$ cat config.mk
export PLATFORM = sky130hd
export DESIGN_NAME = inst_encoder_loader
export DESIGN_NICKNAME = d
export VERILOG_FILES = /design/src/rtl/inst_encoder_loader_pkg.sv /design/src/rtl/inst_encoder_loader_rv32_encode_word.sv /design/src/rtl/inst_encoder_loader.sv
export SDC_FILE = /design/constraint.sdc
export NUM_CORES = 1
export LEC_CHECK = 0
export ABC_AREA = 1
export CELL_PAD_IN_SITES_DETAIL_PLACEMENT = 0
export CELL_PAD_IN_SITES_GLOBAL_PLACEMENT = 1
export CORE_MARGIN = 1.5
export CORE_UTILIZATION = 35
export DETAILED_ROUTE_END_ITERATION = 10
export PLACE_DENSITY = 0.95
export SKIP_LAST_GASP = 1
export SLEW_MARGIN = 20
export SYNTH_ARGS = -nofsm -noshare
export SYNTH_HDL_FRONTEND = slang
export SYNTH_SLANG_ARGS = --single-unit
$ cat constraint.sdc
create_clock -name clk_i -period 9.55 [get_ports clk_i]
set_input_delay 2.865 -clock clk_i [delete_from_list [all_inputs] [get_ports clk_i]]
set_output_delay 2.865 -clock clk_i [all_outputs]
set_load 0.01 [all_outputs]
$ cat src/rtl/inst_encoder_loader_pkg.sv
// Shared RV32IM encoding definitions: op enumeration, base opcodes, funct7 values
// and a per-op lookup of format/opcode/funct3/funct7 used by encoder and decoder.
package inst_encoder_loader_pkg;

  typedef enum logic [5:0] {
    ENC_LUI, ENC_AUIPC, ENC_JAL, ENC_JALR,
    ENC_BEQ, ENC_BNE, ENC_BLT, ENC_BGE, ENC_BLTU, ENC_BGEU,
    ENC_LB, ENC_LH, ENC_LW, ENC_LBU, ENC_LHU,
    ENC_SB, ENC_SH, ENC_SW,
    ENC_ADDI, ENC_SLTI, ENC_SLTIU, ENC_XORI, ENC_ORI, ENC_ANDI,
    ENC_SLLI, ENC_SRLI, ENC_SRAI,
    ENC_ADD, ENC_SUB, ENC_SLL, ENC_SLT, ENC_SLTU, ENC_XOR, ENC_SRL, ENC_SRA, ENC_OR, ENC_AND,
    ENC_MUL, ENC_MULH, ENC_MULHSU, ENC_MULHU, ENC_DIV, ENC_DIVU, ENC_REM, ENC_REMU
  } enc_op_t;

  localparam logic [6:0] OP_LUI    = 7'b0110111;
  localparam logic [6:0] OP_AUIPC  = 7'b0010111;
  localparam logic [6:0] OP_JAL    = 7'b1101111;
  localparam logic [6:0] OP_JALR   = 7'b1100111;
  localparam logic [6:0] OP_BRANCH = 7'b1100011;
  localparam logic [6:0] OP_LOAD   = 7'b0000011;
  localparam logic [6:0] OP_STORE  = 7'b0100011;
  localparam logic [6:0] OP_IMM    = 7'b0010011;
  localparam logic [6:0] OP_REG    = 7'b0110011;

  localparam logic [6:0] FUNCT7_BASE = 7'b0000000;
  localparam logic [6:0] FUNCT7_ALT  = 7'b0100000;
  localparam logic [6:0] FUNCT7_MUL  = 7'b0000001;

  // FMT_SH is the I-format variant whose upper bits carry funct7 and a 5-bit shamt
  typedef enum logic [2:0] {FMT_R, FMT_I, FMT_SH, FMT_S, FMT_B, FMT_U, FMT_J} enc_fmt_t;

  typedef struct packed {
    logic       ok;
    enc_fmt_t   fmt;
    logic [6:0] opcode;
    logic [2:0] f3;
    logic [6:0] f7;
  } op_info_t;

  function automatic op_info_t mk(input enc_fmt_t fmt, input logic [6:0] opc,
                                  input logic [2:0] f3, input logic [6:0] f7);
    op_info_t i;
    i.ok     = 1'b1;
    i.fmt    = fmt;
    i.opcode = opc;
    i.f3     = f3;
    i.f7     = f7;
    return i;
  endfunction

  function automatic op_info_t op_info(input logic [5:0] op);
    op_info_t i;
    i = mk(FMT_R, OP_REG, 3'd0, FUNCT7_BASE);
    case (op)
      ENC_LUI:    i = mk(FMT_U,  OP_LUI,    3'd0, FUNCT7_BASE);
      ENC_AUIPC:  i = mk(FMT_U,  OP_AUIPC,  3'd0, FUNCT7_BASE);
      ENC_JAL:    i = mk(FMT_J,  OP_JAL,    3'd0, FUNCT7_BASE);
      ENC_JALR:   i = mk(FMT_I,  OP_JALR,   3'd0, FUNCT7_BASE);
      ENC_BEQ:    i = mk(FMT_B,  OP_BRANCH, 3'd0, FUNCT7_BASE);
      ENC_BNE:    i = mk(FMT_B,  OP_BRANCH, 3'd1, FUNCT7_BASE);
      ENC_BLT:    i = mk(FMT_B,  OP_BRANCH, 3'd4, FUNCT7_BASE);
      ENC_BGE:    i = mk(FMT_B,  OP_BRANCH, 3'd5, FUNCT7_BASE);
      ENC_BLTU:   i = mk(FMT_B,  OP_BRANCH, 3'd6, FUNCT7_BASE);
      ENC_BGEU:   i = mk(FMT_B,  OP_BRANCH, 3'd7, FUNCT7_BASE);
      ENC_LB:     i = mk(FMT_I,  OP_LOAD,   3'd0, FUNCT7_BASE);
      ENC_LH:     i = mk(FMT_I,  OP_LOAD,   3'd1, FUNCT7_BASE);
      ENC_LW:     i = mk(FMT_I,  OP_LOAD,   3'd2, FUNCT7_BASE);
      ENC_LBU:    i = mk(FMT_I,  OP_LOAD,   3'd4, FUNCT7_BASE);
      ENC_LHU:    i = mk(FMT_I,  OP_LOAD,   3'd5, FUNCT7_BASE);
      ENC_SB:     i = mk(FMT_S,  OP_STORE,  3'd0, FUNCT7_BASE);
      ENC_SH:     i = mk(FMT_S,  OP_STORE,  3'd1, FUNCT7_BASE);
      ENC_SW:     i = mk(FMT_S,  OP_STORE,  3'd2, FUNCT7_BASE);
      ENC_ADDI:   i = mk(FMT_I,  OP_IMM,    3'd0, FUNCT7_BASE);
      ENC_SLTI:   i = mk(FMT_I,  OP_IMM,    3'd2, FUNCT7_BASE);
      ENC_SLTIU:  i = mk(FMT_I,  OP_IMM,    3'd3, FUNCT7_BASE);
      ENC_XORI:   i = mk(FMT_I,  OP_IMM,    3'd4, FUNCT7_BASE);
      ENC_ORI:    i = mk(FMT_I,  OP_IMM,    3'd6, FUNCT7_BASE);
      ENC_ANDI:   i = mk(FMT_I,  OP_IMM,    3'd7, FUNCT7_BASE);
      ENC_SLLI:   i = mk(FMT_SH, OP_IMM,    3'd1, FUNCT7_BASE);
      ENC_SRLI:   i = mk(FMT_SH, OP_IMM,    3'd5, FUNCT7_BASE);
      ENC_SRAI:   i = mk(FMT_SH, OP_IMM,    3'd5, FUNCT7_ALT);
      ENC_ADD:    i = mk(FMT_R,  OP_REG,    3'd0, FUNCT7_BASE);
      ENC_SUB:    i = mk(FMT_R,  OP_REG,    3'd0, FUNCT7_ALT);
      ENC_SLL:    i = mk(FMT_R,  OP_REG,    3'd1, FUNCT7_BASE);
      ENC_SLT:    i = mk(FMT_R,  OP_REG,    3'd2, FUNCT7_BASE);
      ENC_SLTU:   i = mk(FMT_R,  OP_REG,    3'd3, FUNCT7_BASE);
      ENC_XOR:    i = mk(FMT_R,  OP_REG,    3'd4, FUNCT7_BASE);
      ENC_SRL:    i = mk(FMT_R,  OP_REG,    3'd5, FUNCT7_BASE);
      ENC_SRA:    i = mk(FMT_R,  OP_REG,    3'd5, FUNCT7_ALT);
      ENC_OR:     i = mk(FMT_R,  OP_REG,    3'd6, FUNCT7_BASE);
      ENC_AND:    i = mk(FMT_R,  OP_REG,    3'd7, FUNCT7_BASE);
      ENC_MUL:    i = mk(FMT_R,  OP_REG,    3'd0, FUNCT7_MUL);
      ENC_MULH:   i = mk(FMT_R,  OP_REG,    3'd1, FUNCT7_MUL);
      ENC_MULHSU: i = mk(FMT_R,  OP_REG,    3'd2, FUNCT7_MUL);
      ENC_MULHU:  i = mk(FMT_R,  OP_REG,    3'd3, FUNCT7_MUL);
      ENC_DIV:    i = mk(FMT_R,  OP_REG,    3'd4, FUNCT7_MUL);
      ENC_DIVU:   i = mk(FMT_R,  OP_REG,    3'd5, FUNCT7_MUL);
      ENC_REM:    i = mk(FMT_R,  OP_REG,    3'd6, FUNCT7_MUL);
      ENC_REMU:   i = mk(FMT_R,  OP_REG,    3'd7, FUNCT7_MUL);
      default:    i.ok = 1'b0;
    endcase
    return i;
  endfunction

endpackage

$ cat src/rtl/inst_encoder_loader_rv32_encode_word.sv
// Combinational packer: field-level request -> 32-bit RV32IM word plus an
// illegal flag for undefined ops or immediates that do not fit the format.
module rv32_encode_word
  import inst_encoder_loader_pkg::*;
(
  input  logic [5:0]  op_i,
  input  logic [4:0]  rd_i,
  input  logic [4:0]  rs1_i,
  input  logic [4:0]  rs2_i,
  input  logic [31:0] imm_i,
  output logic [31:0] word_o,
  output logic        illegal_o
);

  op_info_t info;
  logic     fits12, fits13, fits21;

  always_comb begin
    info   = op_info(op_i);
    fits12 = (imm_i[31:11] == {21{imm_i[11]}});
    fits13 = (imm_i[31:12] == {20{imm_i[12]}});
    fits21 = (imm_i[31:20] == {12{imm_i[20]}});
    word_o    = '0;
    illegal_o = ~info.ok;
    case (info.fmt)
      FMT_R: word_o = {info.f7, rs2_i, rs1_i, info.f3, rd_i, info.opcode};
      FMT_I: begin
        word_o    = {imm_i[11:0], rs1_i, info.f3, rd_i, info.opcode};
        illegal_o = illegal_o | ~fits12;
      end
      FMT_SH: begin
        word_o    = {info.f7, imm_i[4:0], rs1_i, info.f3, rd_i, info.opcode};
        illegal_o = illegal_o | (imm_i[31:5] != '0);
      end
      FMT_S: begin
        word_o    = {imm_i[11:5], rs2_i, rs1_i, info.f3, imm_i[4:0], info.opcode};
        illegal_o = illegal_o | ~fits12;
      end
      FMT_B: begin
        word_o    = {imm_i[12], imm_i[10:5], rs2_i, rs1_i, info.f3,
                     imm_i[4:1], imm_i[11], info.opcode};
        illegal_o = illegal_o | ~fits13 | imm_i[0];
      end
      FMT_U: begin
        word_o    = {imm_i[31:12], rd_i, info.opcode};
        illegal_o = illegal_o | (imm_i[11:0] != '0);
      end
      FMT_J: begin
        word_o    = {imm_i[20], imm_i[10:1], imm_i[11], imm_i[19:12], rd_i, info.opcode};
        illegal_o = illegal_o | ~fits21 | imm_i[0];
      end
      default: illegal_o = 1'b1;
    endcase
  end

endmodule

$ cat src/rtl/inst_encoder_loader.sv
// Instruction loader: accepts field requests, encodes them and writes the words
// sequentially into IMEM through a one-entry output register with pass-through.
module inst_encoder_loader
  import inst_encoder_loader_pkg::*;
#(
  parameter int                ADDR_W    = 32,
  parameter logic [ADDR_W-1:0] BASE_ADDR = '0,
  parameter int                DEPTH     = 1024
) (
  input  logic              clk_i,
  input  logic              rstn_i,
  input  logic              start_i,
  input  logic              req_valid_i,
  output logic              req_ready_o,
  input  logic [5:0]        req_op_i,
  input  logic [4:0]        req_rd_i,
  input  logic [4:0]        req_rs1_i,
  input  logic [4:0]        req_rs2_i,
  input  logic [31:0]       req_imm_i,
  output logic              mem_we_o,
  input  logic              mem_ready_i,
  output logic [ADDR_W-1:0] mem_addr_o,
  output logic [31:0]       mem_wdata_o,
  output logic [15:0]       count_o,
  output logic              full_o,
  output logic              err_o,
  output logic [15:0]       err_index_o
);

  localparam logic [16:0] DEPTH_L = 17'(DEPTH);

  logic              we_q, we_d;
  logic [ADDR_W-1:0] addr_q, addr_d;
  logic [31:0]       wdata_q, wdata_d;
  logic [15:0]       idx_q, idx_d, idx_adv;
  logic              full_q, full_d;
  logic              err_q, err_d;
  logic [15:0]       err_idx_q, err_idx_d;
  logic [31:0]       enc_word;
  logic              enc_illegal;
  logic              ack, accept, last_slot;

  rv32_encode_word u_enc (
    .op_i      (req_op_i),
    .rd_i      (req_rd_i),
    .rs1_i     (req_rs1_i),
    .rs2_i     (req_rs2_i),
    .imm_i     (req_imm_i),
    .word_o    (enc_word),
    .illegal_o (enc_illegal)
  );

  // A pending write to the final slot blocks the pass-through so nothing lands past DEPTH
  assign last_slot   = we_q & (({1'b0, idx_q} + 17'd1) == DEPTH_L);
  assign ack         = we_q & mem_ready_i;
  assign req_ready_o = rstn_i & ~start_i & ~full_q & ~last_slot & (~we_q | mem_ready_i);
  assign accept      = req_valid_i & req_ready_o;
  assign idx_adv     = idx_q + {15'd0, ack};

  always_comb begin
    we_d      = we_q;
    addr_d    = addr_q;
    wdata_d   = wdata_q;
    idx_d     = idx_q;
    full_d    = full_q;
    err_d     = err_q;
    err_idx_d = err_idx_q;
    if (ack) begin
      we_d   = 1'b0;
      idx_d  = idx_adv;
      full_d = ({1'b0, idx_adv} == DEPTH_L);
    end
    if (accept) begin
      if (!enc_illegal) begin
        we_d    = 1'b1;
        wdata_d = enc_word;
        addr_d  = BASE_ADDR + (ADDR_W'(idx_adv) << 2);
      end else begin
        err_d = 1'b1;
        if (!err_q) err_idx_d = idx_adv;
      end
    end
  end

  always_ff @(posedge clk_i) begin
    if (!rstn_i || start_i) begin
      we_q      <= 1'b0;
      addr_q    <= BASE_ADDR;
      wdata_q   <= '0;
      idx_q     <= '0;
      full_q    <= 1'b0;
      err_q     <= 1'b0;
      err_idx_q <= '0;
    end else begin
      we_q      <= we_d;
      addr_q    <= addr_d;
      wdata_q   <= wdata_d;
      idx_q     <= idx_d;
      full_q    <= full_d;
      err_q     <= err_d;
      err_idx_q <= err_idx_d;
    end
  end

  assign mem_we_o    = we_q;
  assign mem_addr_o  = addr_q;
  assign mem_wdata_o = wdata_q;
  assign count_o     = idx_q;
  assign full_o      = full_q;
  assign err_o       = err_q;
  assign err_index_o = err_idx_q;

endmodule
Yosys cells after proc, flatten, opt, wreduce, memory -nomap -nowiden
Cells that the tools add are included.

cells by class
  $add $sub $neg = 2
  equality and inequality tests = 55
  muxes and demuxes = 7
  bitwise operators = 25
  reductions and logical operators = 11

operators with widths
  operator                                         count
  case mux 20 bit (44 select lines)                1
  case mux 32 bit (7 select lines)                 1
  == test 6 x 5 -> 1 bit, second input constant    16
  == test 6 bit, second input constant             13
  == test 6 x 4 -> 1 bit, second input constant    8
  OR reduction 45 bit                              1
  nonzero test 27 bit                              1
  == test 6 x 3 -> 1 bit, second input constant    4
  == test 20 bit                                   1
  == test 19 bit                                   1
  adder 16 x 1 -> 17 bit, second input constant    1
  == test 17 x 11 -> 1 bit, second input constant  1
  adder 16 x 1 -> 16 bit                           1
  == test 16 x 11 -> 1 bit, second input constant  1
  == test 6 x 2 -> 1 bit, second input constant    2
  nonzero test 12 bit                              1
  == test 11 bit                                   1
  NOT 1 bit                                        10
  == test 3 bit, second input constant             3
  OR 1 bit                                         8
  bitwise AND 1 bit                                7
  == test 3 x 2 -> 1 bit, second input constant    2
  == test 6 x 1 -> 1 bit, second input constant    1
  zero test 6 bit                                  1
  9 further kinds                                  13

word-level totals
  register bits after elaboration = 83
  input bits = 58
  output and inout bits = 100
  logic and storage cells = 107

Depth between registers and ports, before layout
  depth in word-level cells = 9
  mapped depth = 19
  gate-level depth less buffers = 17

Hierarchy
Synthesis repeated with hierarchy kept, for this count alone.

unflattened totals
  cell total of the unflattened synthesis = 984
  area total of the unflattened synthesis = 5791.8 um^2

modules (own cells, without submodules)
  module               instances  cells an instance  area an instance (um^2)  sequential area each (um^2)
  inst_encoder_loader  1          639                4081.4                   1661.6
  rv32_encode_word     1          345                1710.4                   0.0

Worst setup path after synthesis
No wires, ideal clock.

  kind = input -> output
  start = in rstn_i
  end = out req_ready_o
  data arrival time = 3.604 ns
  data required time = 6.685 ns
  setup slack = 3.081 ns
  stages = 6
  buffers on the path = 0
  cells stage by stage = inv_1 nor2_1 inv_1 nor3_1 nand2_1 inv_1

between the ends
  word-level cells in the longest chain between the ends = 4

ends and longest elaborated chain
  what                            line                       RTL
  from (decl)                     inst_encoder_loader.sv:11  input logic rstn_i,
  bitwise AND 1 bit (4 in a row)  inst_encoder_loader.sv:56  assign req_ready_o = rstn_i & ~start_i & ~full_q & ~last_slot & (~we_q | mem_ready_i);
  to (decl)                       inst_encoder_loader.sv:14  output logic req_ready_o,

Every way passes these cells.

Final worst setup path
Ends and elaborated chain as after synthesis.

==> results.py <==
metrics = {
    "floorplan": {
        "rows": 45,
        "io_pins": 158,
        "die-area_um2": 16400,
        "die_w_um": 128,
        "coreArea_um2": 15200,
        "die_y_um": 128,
        "start_util_pct": 35.9,
    },
    "route": {
        "num_vias": 5980,
        "avgViaCountPerCell": 4.76,
        "dr.pass1.iters": 5,
        "remaining_drc_errors": 0,
        "wl_per_cell_um": 13.9,
        "wirelength_mm": 17.4,
        "drt_iter0_markers": 440,
        "antenna_left": 0,
    },
    "pwr": {
        "p_leak_nw": 3.12,
        "power-per-cell-area_nw_per_um2": 123,
        "ir_worst_vdd_v": 0.0000960,
        "power_w": 0.000895,
    },
    "global_routing": {
        "grt_use_total_pct": 21.9,
        "gr-usage-met2_pct": 34.7,
        "grt_max_degree": 70,
        "grt_remaining_overflow": 0,
        "grt_pass1_vias": 5504,
        "grt_antenna_before_repair": 1,
        "grt_util_met1_pct": 30.5,
        "gr-usage-met3_pct": 3.09,
        "grt_pass1_wl_mm": 28.3,
        "globalRoute.busiestLayer": "met2",
    },
    "timing": {
        "setup_ws_ns": 2.06,
        "setup_viol": 0,
        "period_share_pct": 78.4,
        "tns_ns": 0,
        "hold_viol": 0,
        "tightest_slew_ns": 0.724,
        "relSlewSlack_pct": 51.7,
        "drv_slew": 0,
        "period_needed_ns": 7.49,
        "rsz0062_at_grt": "false",
        "fin_hold_ws_ns": 0.480,
        "max_freq_mhz": 134,
        "fin_skew_ns": 0.00899,
    },
    "placement": {
        "hpwl_mm": 13.4,
        "port_buffers": 141,
        "gp_congestion": 0.953,
        "place_ws_ns": 2.08,
    },
    "logic_synthesis": {
        "synth-seq-cells": 82,
        "syn_avg_cell_area_um2": 5.83,
        "yosysUniqueCellTypes": 38,
        "synth_warnings": 0,
        "synth_area_um2": 5460,
        "postSynthCellCount": 938,
        "synth_edf_count": 0,
        "ys_seq_area_share_pct": 30.0,
        "synth_top_flop_cell": "dfxtp_1",
        "async_flop_share_pct": 0,
    },
    "setup_path": {
        "critPathKind": "in -> out",
        "worstPathMaxFanout": 14,
        "start_kind": "primary input",
        "crit_required_ns": 6.69,
        "critPathArrivalTime_ns": 4.62,
        "worstRegToRegCells": 14,
        "end_kind": "primary output",
    },
    "clocking": {
        "clockBufferDepth": 2,
        "cts_root_buf": "clkbuf_16",
        "cts-buffers-inserted": 9,
        "clkTransAtPathRegs_ns": 0.07,
        "cts_setup_buffers": 0,
        "cts.sinks": 82,
        "htreeDepth": 3,
        "cts-resized-gates": 0,
        "postCtsHoldBufs": 0,
        "cts_tree": "yes",
        "clkLatencyLatePin_ns": 0.35,
    },
    "layout": {
        "final_cell_mix": "nand2_1 (258), nor2_1 (205), clkdlybuf4s50_1 (141), inv_1 (133), dfxtp_1 (82)",
        "area_growth_pct": 32.9,
        "num-fill-cells": 1599,
        "nNetsFinal": 1123,
        "drive_gt1_share_pct": 3.56,
        "layout_commonest_cell": "nand2_1",
    },
    "hold_path": {
        "worstHoldPathType": "reg -> reg",
        "hold_depth": 2,
    },
    "job": {
        "cap_violations": 0,
    },
    "status": {
        "outcome": "complete, no violations",
    },
}
[registers in the layout, summed over array words and instances (netlist names)]
register / flops
count_o: 16
err_index_o: 16
err_o: 1
full_o: 1
mem_addr_o: 16
mem_wdata_o: 31
mem_we_o: 1
[path summary, 6_finish.rpt]
check,start,end,slack (ns)
setup reg to reg,mem_we_o$_SDFF_PP0_,full_o$_SDFFE_PP0P_,6.03
hold reg to reg,mem_wdata_o[19]$_SDFFE_PP0P_,mem_wdata_o[19]$_SDFFE_PP0P_,0.48
hold / removal,mem_wdata_o[19]$_SDFFE_PP0P_,mem_wdata_o[19]$_SDFFE_PP0P_,0.48
setup / recovery,rstn_i,req_ready_o,2.06
[logic make-up after synthesis]
kind of cell | synth area share, %
and+or+nand+nor | 43.4
buffers and inverters | 15.3
xor gates and xnor gates | 2.40
DFF | 30.0
other | 0.0686
AOI/OAI and AO/OA | 8.13
adders and majority gates | 0.687
[cell usage after synthesis (6+ instances only)]
cell type / number / area (µm²)
dfxtp_1: 82 / 1640
nand2_1: 258 / 968
xor2_1: 13 / 114
o211ai_1: 9 / 67.6
nor3_1: 20 / 100
buf_4: 17 / 128
nand3_1: 43 / 215
buf_2: 10 / 50.1
nand4_1: 31 / 194
buf_1: 6 / 22.5
o21ai_0: 20 / 100
buf_6: 7 / 78.8
inv_1: 133 / 499
inv_2: 7 / 26.3
a21oi_1: 30 / 150
clkbuf_1: 7 / 26.3
nor2_1: 206 / 773
[per-layer routing]
layer | routed length (µm) | up-vias
met1 | 8410 | 2643
met2 | 7800 | 189
met5 | 0 | -
met4 | 334 | 0
li1 | - | 3126
met3 | 899 | 22
[critical path: stages]
cell             delay (ns)
clkdlybuf4s50_1        0.45
inv_1                  0.05
nor2_4                 0.09
inv_1                  0.22
nor3_1                 0.21
nand2_1                0.13
inv_1                  0.08
clkdlybuf4s50_1        0.52
[final cells by class]
class	instances	area, µm²	area share [%]
multi-input combinational	683	3050	42.0
sequential	82	1640	22.6
timing repair buffer	145	1460	20.1
inverter	141	529	7.29
tap	188	235	3.24
clock buffer	10	229	3.15
clock inverter	6	113	1.55
antenna	1	2.50	0.0345
[where the power goes]
group / internal [W] / switching (W) / total [W]
clock: 0.000257 / 0.000152 / 0.000409
combinational: 0.0000559 / 0.0000804 / 0.000136
sequential: 0.000347 / 0.00000305 / 0.000350
[metrics by stage]
step           cell area [µm²]  instances  utilization [%]
2_1_floorplan             5520        953                -
5_1_grt                   7260       1256             47.8
3_3_place_gp              6890       1238             45.3
6_report                  7260       1256             47.8
4_1_cts                   7230       1254             47.6
3_5_place_dp              6890       1238             45.3
Power figures use the tool's default switching activity.
